$ cat src/rtl/pipeline_hazard_controller_pkg.sv
// Shared types for the decode-stage hazard controller: scoreboard entry layout,
// wait-FSM state encoding and the register-match helper.
package pipeline_hazard_controller_pkg;

    localparam int unsigned REG_ADDR_W = 4;
    localparam int unsigned CNT_W      = 4;
    localparam int unsigned MAX_WAIT   = 15;

    typedef enum logic {
        ST_RUN  = 1'b0,
        ST_WAIT = 1'b1
    } state_t;

    typedef struct packed {
        logic                  valid;
        logic                  wb_en;
        logic                  mem_read;
        logic                  mem_access;
        logic [REG_ADDR_W-1:0] dest;
    } sb_entry_t;

    localparam sb_entry_t SB_BUBBLE = '0;

    // True when the entry will write back the register being read.
    function automatic logic entry_hit(input sb_entry_t e, input logic [REG_ADDR_W-1:0] src);
        return e.valid & e.wb_en & (e.dest == src);
    endfunction

endpackage

$ cat src/rtl/pipeline_hazard_controller_if.sv
// ID-stage <-> hazard controller signal bundle.
interface pipeline_hazard_controller_if #(
    parameter int unsigned AW = 4
);
    logic [AW-1:0] src1;
    logic [AW-1:0] src2;
    logic          two_src;
    logic          id_wb_en;
    logic          id_mem_read;
    logic          id_mem_write;
    logic [AW-1:0] id_dest;
    logic          branch_taken;
    logic          hazard;
    logic          flush;
    logic          freeze;

    modport master (
        output src1, src2, two_src, id_wb_en, id_mem_read, id_mem_write, id_dest, branch_taken,
        input  hazard, flush, freeze
    );

    modport slave (
        input  src1, src2, two_src, id_wb_en, id_mem_read, id_mem_write, id_dest, branch_taken,
        output hazard, flush, freeze
    );
endinterface

$ cat src/rtl/pipeline_hazard_controller_compare.sv
// Combinational read-after-write check of the ID sources against the EXE/MEM scoreboard.
module hazard_compare
    import pipeline_hazard_controller_pkg::*;
#(
    parameter int unsigned FORWARD_EN = 0
) (
    input  logic [REG_ADDR_W-1:0] i_src1,
    input  logic [REG_ADDR_W-1:0] i_src2,
    input  logic                  i_two_src,
    input  sb_entry_t             i_exe,
    input  sb_entry_t             i_mem,
    output logic                  o_raw_hazard
);

    logic w_exe_hit;
    logic w_mem_hit;
    logic w_unused_fields;

    assign w_unused_fields = ^{i_exe.mem_access, i_mem.mem_read, i_mem.mem_access};

    always_comb begin
        w_exe_hit    = entry_hit(i_exe, i_src1) | (i_two_src & entry_hit(i_exe, i_src2));
        w_mem_hit    = entry_hit(i_mem, i_src1) | (i_two_src & entry_hit(i_mem, i_src2));
        o_raw_hazard = 1'b0;
        // With forwarding only a load still in EXE cannot be bypassed in time.
        if (FORWARD_EN != 0) begin
            o_raw_hazard = w_exe_hit & i_exe.mem_read;
        end else begin
            o_raw_hazard = w_exe_hit | w_mem_hit;
        end
    end

endmodule

$ cat src/rtl/pipeline_hazard_controller.sv
// Decode-stage pipeline sequencer: RAW stall, taken-branch flush and data-memory freeze.
module pipeline_hazard_controller
    import pipeline_hazard_controller_pkg::*;
#(
    parameter int unsigned REGFILE_ADDRESS_LEN = REG_ADDR_W,
    parameter int unsigned FORWARD_EN          = 0,
    parameter int unsigned MEM_WAIT_CYCLES     = 0
) (
    input logic                          clk,
    input logic                          rst,
    pipeline_hazard_controller_if.slave  hz
);

    localparam logic [CNT_W-1:0] CNT_LOAD = CNT_W'(MEM_WAIT_CYCLES - 1);
    localparam logic             WAIT_EN  = (MEM_WAIT_CYCLES != 0) && (MEM_WAIT_CYCLES <= MAX_WAIT);

    state_t           r_state;
    logic [CNT_W-1:0] r_cnt;
    sb_entry_t        r_exe;
    sb_entry_t        r_mem;

    logic [REGFILE_ADDRESS_LEN-1:0] w_src1;
    logic [REGFILE_ADDRESS_LEN-1:0] w_src2;
    logic [REGFILE_ADDRESS_LEN-1:0] w_dest;
    sb_entry_t                      w_id_entry;
    logic                           w_raw_hazard;
    logic                           w_freeze;
    logic                           w_flush;
    logic                           w_hazard;

    assign w_src1 = hz.src1;
    assign w_src2 = hz.src2;
    assign w_dest = hz.id_dest;

    always_comb begin
        w_id_entry            = SB_BUBBLE;
        w_id_entry.valid      = 1'b1;
        w_id_entry.wb_en      = hz.id_wb_en;
        w_id_entry.mem_read   = hz.id_mem_read;
        w_id_entry.mem_access = hz.id_mem_read | hz.id_mem_write;
        w_id_entry.dest       = REG_ADDR_W'(w_dest);
    end

    hazard_compare #(
        .FORWARD_EN (FORWARD_EN)
    ) u_compare (
        .i_src1       (REG_ADDR_W'(w_src1)),
        .i_src2       (REG_ADDR_W'(w_src2)),
        .i_two_src    (hz.two_src),
        .i_exe        (r_exe),
        .i_mem        (r_mem),
        .o_raw_hazard (w_raw_hazard)
    );

    // Freeze dominates flush, flush dominates hazard; reset silences all three.
    assign w_freeze  = (r_state == ST_WAIT) & ~rst;
    assign w_flush   = hz.branch_taken & ~w_freeze & ~rst;
    assign w_hazard  = w_raw_hazard & ~w_freeze & ~w_flush & ~rst;

    assign hz.freeze = w_freeze;
    assign hz.flush  = w_flush;
    assign hz.hazard = w_hazard;

    always_ff @(posedge clk) begin
        if (rst) begin
            r_exe <= SB_BUBBLE;
            r_mem <= SB_BUBBLE;
        end else if (!w_freeze) begin
            r_mem <= r_exe;
            r_exe <= (w_flush || w_hazard) ? SB_BUBBLE : w_id_entry;
        end
    end

    // Wait-state FSM: freeze starts the cycle after an access moves EXE->MEM.
    always_ff @(posedge clk) begin
        if (rst) begin
            r_state <= ST_RUN;
            r_cnt   <= '0;
        end else begin
            case (r_state)
                ST_RUN: begin
                    if (WAIT_EN && r_exe.valid && r_exe.mem_access) begin
                        r_state <= ST_WAIT;
                        r_cnt   <= CNT_LOAD;
                    end
                end
                ST_WAIT: begin
                    if (r_cnt == '0) begin
                        r_state <= ST_RUN;
                    end else begin
                        r_cnt <= r_cnt - CNT_W'(1);
                    end
                end
            endcase
        end
    end

endmodule
$ cat src/flat_wrapper.sv
// flat-port wrapper written by rule: the top's interface ports become plain ports
module pipeline_hazard_controller_flat import pipeline_hazard_controller_pkg::*;
#(
    parameter int unsigned REGFILE_ADDRESS_LEN = REG_ADDR_W,
    parameter int unsigned FORWARD_EN          = 0,
    parameter int unsigned MEM_WAIT_CYCLES     = 0
)
  (clk, rst, hz_src1, hz_src2, hz_two_src, hz_id_wb_en, hz_id_mem_read, hz_id_mem_write, hz_id_dest, hz_branch_taken, hz_hazard, hz_flush, hz_freeze);
  pipeline_hazard_controller_if hz_i ();
  input logic clk;
  input logic rst;
  input wire logic [$bits(hz_i.src1)-1:0] hz_src1;
  input wire logic [$bits(hz_i.src2)-1:0] hz_src2;
  input wire logic [$bits(hz_i.two_src)-1:0] hz_two_src;
  input wire logic [$bits(hz_i.id_wb_en)-1:0] hz_id_wb_en;
  input wire logic [$bits(hz_i.id_mem_read)-1:0] hz_id_mem_read;
  input wire logic [$bits(hz_i.id_mem_write)-1:0] hz_id_mem_write;
  input wire logic [$bits(hz_i.id_dest)-1:0] hz_id_dest;
  input wire logic [$bits(hz_i.branch_taken)-1:0] hz_branch_taken;
  output wire logic [$bits(hz_i.hazard)-1:0] hz_hazard;
  output wire logic [$bits(hz_i.flush)-1:0] hz_flush;
  output wire logic [$bits(hz_i.freeze)-1:0] hz_freeze;
  assign hz_i.src1 = hz_src1;
  assign hz_i.src2 = hz_src2;
  assign hz_i.two_src = hz_two_src;
  assign hz_i.id_wb_en = hz_id_wb_en;
  assign hz_i.id_mem_read = hz_id_mem_read;
  assign hz_i.id_mem_write = hz_id_mem_write;
  assign hz_i.id_dest = hz_id_dest;
  assign hz_i.branch_taken = hz_branch_taken;
  assign hz_hazard = hz_i.hazard;
  assign hz_flush = hz_i.flush;
  assign hz_freeze = hz_i.freeze;
  pipeline_hazard_controller #(.REGFILE_ADDRESS_LEN(REGFILE_ADDRESS_LEN), .FORWARD_EN(FORWARD_EN), .MEM_WAIT_CYCLES(MEM_WAIT_CYCLES)) u_core (.clk(clk), .rst(rst), .hz(hz_i));
endmodule
$ cat config.mk
export PLATFORM = sky130hd
export DESIGN_NAME = pipeline_hazard_controller_flat
export DESIGN_NICKNAME = d
export VERILOG_FILES = /design/src/rtl/pipeline_hazard_controller_pkg.sv /design/src/rtl/pipeline_hazard_controller_if.sv /design/src/rtl/pipeline_hazard_controller_compare.sv /design/src/rtl/pipeline_hazard_controller.sv /design/src/flat_wrapper.sv
export SDC_FILE = /design/constraint.sdc
export NUM_CORES = 1
export LEC_CHECK = 0
export ABC_AREA = 1
export CELL_PAD_IN_SITES_DETAIL_PLACEMENT = 0
export CELL_PAD_IN_SITES_GLOBAL_PLACEMENT = 1
export CORE_MARGIN = 4
export CORE_UTILIZATION = 33
export DETAILED_ROUTE_END_ITERATION = 16
export GPL_TIMING_DRIVEN = 0
export PLACE_DENSITY_LB_ADDON = 0.12
export SYNTH_ARGS = -nofsm -noshare
export SYNTH_HDL_FRONTEND = slang
export SYNTH_SLANG_ARGS = --single-unit
$ cat constraint.sdc
create_clock -name clk -period 1.6 [get_ports clk]
set_clock_uncertainty 0.05 [all_clocks]
set_input_delay 0.24 -clock clk [delete_from_list [all_inputs] [get_ports clk]]
set_output_delay 0.24 -clock clk [all_outputs]
set_load 0.05 [all_outputs]
; After elaboration in Yosys (flattened, before gate mapping)
; Index checks and enable logic that the tools add are counted.
[op_classes]
n_addsub = 1
n_eq_ne = 4
mux = 2
bitwise = 23
n_reduce_logical = 4
[ops]
columns = op, count
row1 = $eq 4x4->1, 4
row2 = $and 1x1->1, 14
row3 = $mux 8, 1
row4 = $not 1->1, 5
row5 = $logic_not 4->1, 1
row6 = $or 1x1->1, 4
row7 = $sub 4x1->4 const B, 1
row8 = $reduce_and 2->1, 1
row9 = $reduce_or 2->1, 1
row10 = $logic_or 1x1->1, 1
row11 = $mux 1, 1
[word_totals]
ff_bits = 17
input_bits = 19
out_inout_bits = 3
word_cells = 42

; Logic depth before layout (Yosys ltp)
; Gate-level depths: netlist (run 1).
[depth]
word_depth = 10
mapped_depth = 11
depth_no_buf = 11

; Cells and area by module
; Synthesis (run 1) repeated with hierarchy kept, for this count alone.
[unflattened]
hier_cells = 169
area_unflattened_um2 = 1097.3
[by_module_without_submodules]
columns = module, n_inst, cells_per_inst, area_per_inst_um2, seq_area_each_um2
row1 = pipeline_hazard_controller, 1, 99, 802.0, 420.4
row2 = hazard_compare, 1, 70, 295.3, 0.0

; Worst setup path before layout (run 1)
; Ideal clock, no wire load.
[synth_timing]
path_type = reg2reg
from = register u_core.r_state
to = register u_core.r_exe[0] (netlist bit)
setup_ps = 114
arrival_time_ps = 1592
setup_slack_ps = -156
path_stages_with_launch = 8
period_less_slack_ps = 1756
path_cell_list = dfxtp_1 -> buf_4 -> inv_2 -> nand2_1 -> nor2_1 -> nor2_4 -> nand3_1 -> nand2_1
[synth_via]
elab_chain_cells = 9
[synth_rtl]
columns = item, line_no
row1 = "start, declared", pipeline_hazard_controller.sv:17  ; state_t r_state;
row2 = "start signal, assigned", pipeline_hazard_controller.sv:77  ; r_state <= ST_RUN;
row3 = "start signal, assigned", pipeline_hazard_controller.sv:83  ; r_state <= ST_WAIT;
row4 = "start signal, assigned", pipeline_hazard_controller.sv:89  ; r_state <= ST_RUN;
row5 = $and 1x1->1 (*), pipeline_hazard_controller.sv:56  ; assign w_freeze = (r_state == ST_WAIT) & ~rst;
row6 = $not 1->1 (*), pipeline_hazard_controller.sv:57  ; assign w_flush = hz.branch_taken & ~w_freeze & ~rst;
row7 = $and 1x1->1 (*) (2 in a row), pipeline_hazard_controller.sv:57
row8 = named net hz_flush, flat_wrapper.sv:21  ; output wire logic [$bits(hz_i.flush)-1:0] hz_flush;
row9 = $not 1->1, pipeline_hazard_controller.sv:58  ; assign w_hazard = w_raw_hazard & ~w_freeze & ~w_flush & ~rst;
row10 = $and 1x1->1 (2 in a row), pipeline_hazard_controller.sv:58
row11 = $logic_or 1x1->1 (*), pipeline_hazard_controller.sv:70  ; r_exe <= (w_flush || w_hazard) ? SB_BUBBLE : w_id_entry;
row12 = $mux 8 (*), pipeline_hazard_controller.sv:70
row13 = "end signal, assigned", pipeline_hazard_controller.sv:70
row14 = "end, declared", pipeline_hazard_controller.sv:19  ; sb_entry_t r_exe;
; Mark *: on every way through the listed nets, which the timed path passes. The rest lies on a longest branch.
; A chain may end at the register's enable or synchronous reset.

; Final worst setup path (run 1)
[layout_timing]
from = register u_core.r_exe[2] (netlist bit)
to = output hz_hazard
[layout_via]
elab_chain_cells = 8
[layout_rtl]
columns = item, line_no
row1 = $eq 4x4->1, pipeline_hazard_controller_pkg.sv:26  ; return e.valid & e.wb_en & (e.dest == src);
row2 = $and 1x1->1, pipeline_hazard_controller_pkg.sv:26
row3 = $and 1x1->1, pipeline_hazard_controller_compare.sv:22  ; w_exe_hit = entry_hit(i_exe, i_src1) | (i_two_src & entry_hit(i_exe, i_src2));
row4 = $or 1x1->1 (*), pipeline_hazard_controller_compare.sv:22
row5 = $or 1x1->1 (*), pipeline_hazard_controller_compare.sv:29  ; o_raw_hazard = w_exe_hit | w_mem_hit;
row6 = $and 1x1->1 (*) (3 in a row), pipeline_hazard_controller.sv:58
row7 = "end, declared", flat_wrapper.sv:20  ; output wire logic [$bits(hz_i.hazard)-1:0] hz_hazard;
; Mark *: on every way between the ends. The rest lies on a longest branch, timed or not.

==> impl_metrics.toml, run 1 <==
[setup_path]
rrSetupSlack_ns = 0.21
crit_path_end = "hz_hazard"
worst_setup_path_end_kind = "output port"
max_stage_delay_ns = 0.39
critPathLaunchType = "flip-flop"
rr_startpoint = "u_core.r_exe[2]"
critPathSlowestCell = "dfxtp_4"
worstPathCellList = "inv_2, nand2_1, nand2_1, nor2_2, nand3b_1, nand2_2, nand2_2, nand2_2, nand2_2, inv_2, buf_8"
crit_start = "u_core.r_exe[2]"
worst_ep_required_time_ns = 1.31
path_common_cell = "nand2_2"
critical_path_class = "flip-flop to output port"
cp_num_cells = 11
critical_path.top_delay_family = "simple AND/OR/NAND/NOR gates"
arrival_ns = 1.47
worstPathMaxFanout = 4
reg2reg_to = "u_core.r_exe[3]"
reg2reg_depth = 12
path_buf_inv = 3

[sta]
finalHoldViolCount = 0
max_freq_mhz = 569.6
setup_viol = 1
worstMarginPinSlew_ns = 0.2310
rsz0062_at_grt = "yes"
timing.slew.headroom_pct = 84.60
drv_slew = 0
fin_crit_sh_pct = 109.7
fin_ws_ns = -0.1556
fin_crit_ns = 1.756

[place]
io_buffers = 18
dp_hpwl_um = 1661
placed_cells = 212
dp_worst_setup_slack_ns = -0.9672
place_congestion = 0.7216

[floorplanning]
ios = 22
core-area_mm2 = 0.002829
rows = 19
die-area_mm2 = 0.003974
die_h_um = 63.04
die_w_um = 63.04
initial_utilization_pct = 35.34

[clock_tree]
clk_path_buf_depth = 2
clock_sinks = 17
cts_tree = "yes"
htreeDepth = 1
worst_skew_pair.late_latency_ns = 0.29
root_buffer = "clkbuf_4"
ctsHoldBuffers = 0
path_clk_slew_ns = 0.11
cts_buffers = 3

[outcome]
status = "complete, but fails checks"
violations = "setup timing"

[final_layout]
antenna_cells = 0
drive_above_1_share_pct = 23.28
area_growth_pct = 33.54
nets = 210
final_cells = 220

[power_and_ir_drop]
peakVddDrop_uv = 308.3
leakagePower_nw = 0.6964
p_per_area_mw_per_mm2 = 620.3

[yosys]
yosysSeqAreaShare_pct = 34.04
netlist_instances = 163
synthDistinctLibCells = 21
yosys_warnings = 0
syn-mean-instance-area_um2 = 6.133
synth_area_um2 = 999.7
synth-seq-cells = 17
synth_nets = 183

[run]
max-cap-violations = 0

[min_path]
min-delay-start = "rst"
min_path_type = "input pin to flip-flop"

[routing]
viasPerCell = 4.509
post_drt_wl_per_cell_um = 10.03
dr.pass1.iters = 4
vias = 992
finalWirelength_um = 2207
drt-initial-drc-count = 29
drc = 0
ant_nets = 0

[grt]
track_usage_pct = 11.74
overflow = 0
grt_pass1_wl_um = 3808
antenna_found_initial = 0
grt_pass1_vias = 916
grt_max_degree = 11
## flip-flops by register name, summed over array words and instances (netlist names)
name,cells
u_core.r_cnt,4
u_core.r_exe,6
u_core.r_mem,6
u_core.r_state,1
## report_power, final
group / total [mW] / switching [mW] / internal (mW)
combinational: 0.146 / 0.0754 / 0.0705
clock: 0.231 / 0.138 / 0.0928
sequential: 0.451 / 0.0143 / 0.437
total: 0.828 / 0.228 / 0.600
## worst min path at each step
stage                     cells after the start               to  slack [ns]
final                                         2   u_core.r_state        0.22
after global routing                          2   u_core.r_state        0.22
after CTS                                     2   u_core.r_state        0.22
after detailed placement                      1  u_core.r_cnt[0]        0.41
after global placement                        1  u_core.r_cnt[0]        0.39
after floorplan                               1  u_core.r_cnt[0]        0.37
## per-layer routing
| layer | track usage, % | vias up | wire, µm | share of wire, % |
|---|---|---|---|---|
| met3 | 3.058 | 2 | 129 | 5.8 |
| met5 | 0 | - | 0 | 0 |
| li1 | - | 546 | - | - |
| met4 | 4.959 | 0 | 16 | 0.72 |
| met2 | 18.31 | 23 | 970 | 44 |
| met1 | 15.15 | 421 | 1091 | 49 |
## cells by family (layout without fill, tap and decap cells)
group	count (synthesis)	after routing	share of synthesized area (%)
simple gates	90	90	36.92
fa+ha+maj	1	1	1.251
compound gates	19	19	11.77
flops	17	17	34.04
xor+xnor	4	4	3.504
buf+inv	32	58	12.52
## per-stage QoR
step                area [µm²]  setup TNS [ns]  util, %  hold WS [ns]  total power [mW]
CTS                       1296         -0.1830    45.82        0.2150            0.8356
floorplan                 1002               0        -        0.3718            0.5373
detailed placement        1221          -2.405    43.17        0.4059            0.6006
finish                    1335         -0.1556    47.19        0.2182            0.8282
global placement          1221          -2.310    43.17        0.3891            0.5985
global route              1335         -0.3001    47.19        0.2152            0.8783
## synth_stat cells
cell type,number,share of area (%)
xor2_1,4,3.5
dfxtp_1,17,34
buf_2,1,0.50
o21ai_1,2,1.0
a31oi_4,1,2.1
o21ai_0,8,4.0
ha_1,1,1.3
nor2_2,2,1.3
nor2_4,1,1.1
nor2_1,23,8.6
inv_1,23,8.6
a21oi_1,6,3.0
buf_4,1,0.75
nand2_1,52,20
nand2_2,1,0.63
a21oi_2,1,0.88
a211oi_1,1,0.75
nand3_1,8,4.0
nand3b_1,1,0.75
nor3_1,2,1.0
inv_2,7,2.6
## area by class of cell
class                           instances  area, µm²
Sequential cell                        17      354.1
Clock inverter                          1      5.005
Fill cell                             317       1494
Inverter                               30      120.1
Multi-Input combinational cell        114      566.8
Timing Repair Buffer                   22      215.2
Buffer                                  2      12.51
Tap cell                               31      38.79
Clock buffer                            3      22.52
## cell usage in the layout (no fill, tap or decap), drive strengths merged
| cell | instances |
|---|---|
| dfxtp | 17 |
| a211oi | 1 |
| dlymetal6s2s | 1 |
| clkbuf | 3 |
| o21ai | 10 |
| nand3b | 1 |
| a21oi | 7 |
| nand2 | 53 |
| clkinv | 1 |
| nor2 | 26 |
| inv | 30 |
| ha | 1 |
| dlygate4sd2 | 7 |
| buf | 9 |
| nor3 | 2 |
| xor2 | 4 |
| nand3 | 8 |
| a31oi | 1 |
| clkdlybuf4s50 | 7 |
## repair_timing
item                                    in CTS  in global routing
endpoints found under the setup margin       3                  3
buffers inserted                             2                  2
pin swaps                                    1                  5
resized for setup                           45                 10
Power figures use the tool's default switching activity.
==> run 2, diff against run 1 <==
Settings changed: CORE_ASPECT_RATIO set to 1.1.
==> impl_metrics.toml, run 2 (synthesis gave the netlist of run 1 again) <==
[outcome]
status = "complete, but fails checks"
violations = "setup timing"

[clock_tree]
root_buffer = "clkbuf_4"
clock_sinks = 17
clk_path_buf_depth = 2
cts_buffers = 3
htreeDepth = 1
worst_skew_pair.late_latency_ns = 0.29
path_clk_slew_ns = 0.10
ctsHoldBuffers = 0
cts_tree = "yes"

[setup_path]
rr_startpoint = "u_core.r_exe[3]"
crit_start = "u_core.r_exe[3]"
critical_path.top_delay_family = "simple AND/OR/NAND/NOR gates"
worstPathMaxFanout = 5
critPathLaunchType = "flip-flop"
path_buf_inv = 2
worst_setup_path_end_kind = "output port"
critPathSlowestCell = "dfxtp_1"
max_stage_delay_ns = 0.36
critical_path_class = "flip-flop to output port"
arrival_ns = 1.45
worstPathCellList = "xor2_1, nor2_1, nand2_1, nand2_1, nand2_1, nand2_2, nand2_2, inv_2, buf_8"
path_common_cell = "nand2_1"
worst_ep_required_time_ns = 1.31

[floorplanning]
rows = 20
die-area_mm2 = 0.003975
die_h_um = 65.73
initial_utilization_pct = 35.35
ios = 22
die_w_um = 60.48
core-area_mm2 = 0.002828

[final_layout]
drive_above_1_share_pct = 23.96
antenna_cells = 0
final_common_cell = "nand2_1"
nets = 213
n_fill_cell = 313
top_regs = "u_core.r_exe (6), u_core.r_mem (6), u_core.r_cnt (4)"
area_growth_pct = 34.67
fin_area_mm2 = 0.001346
mostFrequentLayoutCells = "nand2_1, nor2_1, inv_1"
post-route-util_pct = 47.61

[min_path]
min_path_type = "input pin to flip-flop"
min-delay-start = "rst"

[routing]
vias = 1007
finalWirelength_um = 2230
post_drt_wl_per_cell_um = 9.911
viasPerCell = 4.476
drc = 0
drt-initial-drc-count = 42
dr.pass1.iters = 2
ant_nets = 0

[power_and_ir_drop]
peakVddDrop_uv = 405.1
leakagePower_nw = 0.7040
p_per_area_mw_per_mm2 = 613.7
total_power_mw = 0.8262

[sta]
timing.slew.headroom_pct = 85.06
fin_crit_sh_pct = 108.7
rsz0062_at_grt = "yes"
worstMarginPinSlew_ns = 0.2241
fin_crit_ns = 1.739
max_freq_mhz = 574.9
drv_slew = 0
fin_ws_ns = -0.1394
setup_viol = 1
finalHoldViolCount = 0
fin_hold_ws_ns = 0.2101

[place]
dp_hpwl_um = 1728
place_congestion = 0.7738
io_buffers = 18
dp_worst_setup_slack_ns = -0.9613
placed_area_mm2 = 0.001224

[grt]
antenna_found_initial = 0
track_usage_pct = 12.64
grt_max_degree = 11
grt_pass1_wl_um = 3843
overflow = 0
grt_pass1_vias = 948

[run]
max-cap-violations = 0
[run 2: per-layer routing]
metal,global-route usage (%),part of all wire [%],up-vias
li1,-,-,558
met1,16.27,49,424
met2,20.81,45,20
met3,1.965,4.1,5
met4,4.878,1.7,0
met5,0,0,-
[run 2: area by class of cell]
type / instances / area (µm²) / area share, %
clock buffers: 3 / 22.52 / 1.673
multi-input cells: 114 / 559.3 / 41.54
flip-flops and latches: 17 / 354.1 / 26.30
well taps: 33 / 41.29 / 3.067
inverters: 30 / 117.6 / 8.736
clock inverters: 1 / 5.005 / 0.3717
repair buffers: 25 / 234.0 / 17.38
plain buffers: 2 / 12.51 / 0.9294
[run 2: timing repair]
| item | in CTS | in global routing |
|---|---|---|
| gates resized for setup | 46 | 7 |
| endpoints found under the setup margin | 3 | 3 |
| buffers inserted | 2 | 5 |
| pin swaps | 5 | 8 |
[run 2: worst reg2reg max path, delay by kind of cell (launching register included)]
family | cells | cell delay (ns)
AND/OR/NAND/NOR | 8 | 0.54
buffers and inverters | 1 | 0.16
flip-flops | 1 | 0.36
XOR/XNOR | 1 | 0.17
[run 2: through the flow]
| step | TNS, ns | std cells |
|---|---|---|
| 2_1_floorplan | 0 | 163 |
| 3_3_place_gp | -2.539 | 214 |
| 3_5_place_dp | -2.421 | 214 |
| 4_1_cts | -0.1666 | 220 |
| 5_1_grt | -0.2620 | 225 |
| 6_report | -0.1394 | 225 |
[run 2: final timing paths]
path | end | slack, ns | cells after the start
max | hz_hazard | -0.14 | 9
min | u_core.r_state | 0.21 | 2
max reg2reg | u_core.r_exe[1] | 0.22 | 10
min reg2reg | u_core.r_exe[0] | 0.42 | 2
[run 2: where the power goes]
part | internal (mW) | switching, mW
Sequential | 0.437 | 0.0142
Clock | 0.0931 | 0.138
Combinational | 0.0695 | 0.0747
==> run 3, diff against run 2 <==
Settings changed: HOLD_SLACK_MARGIN set to 0.12.
==> results of run 3 <==
Same layout as run 2: the final DEF is identical, and so are final timing and power.
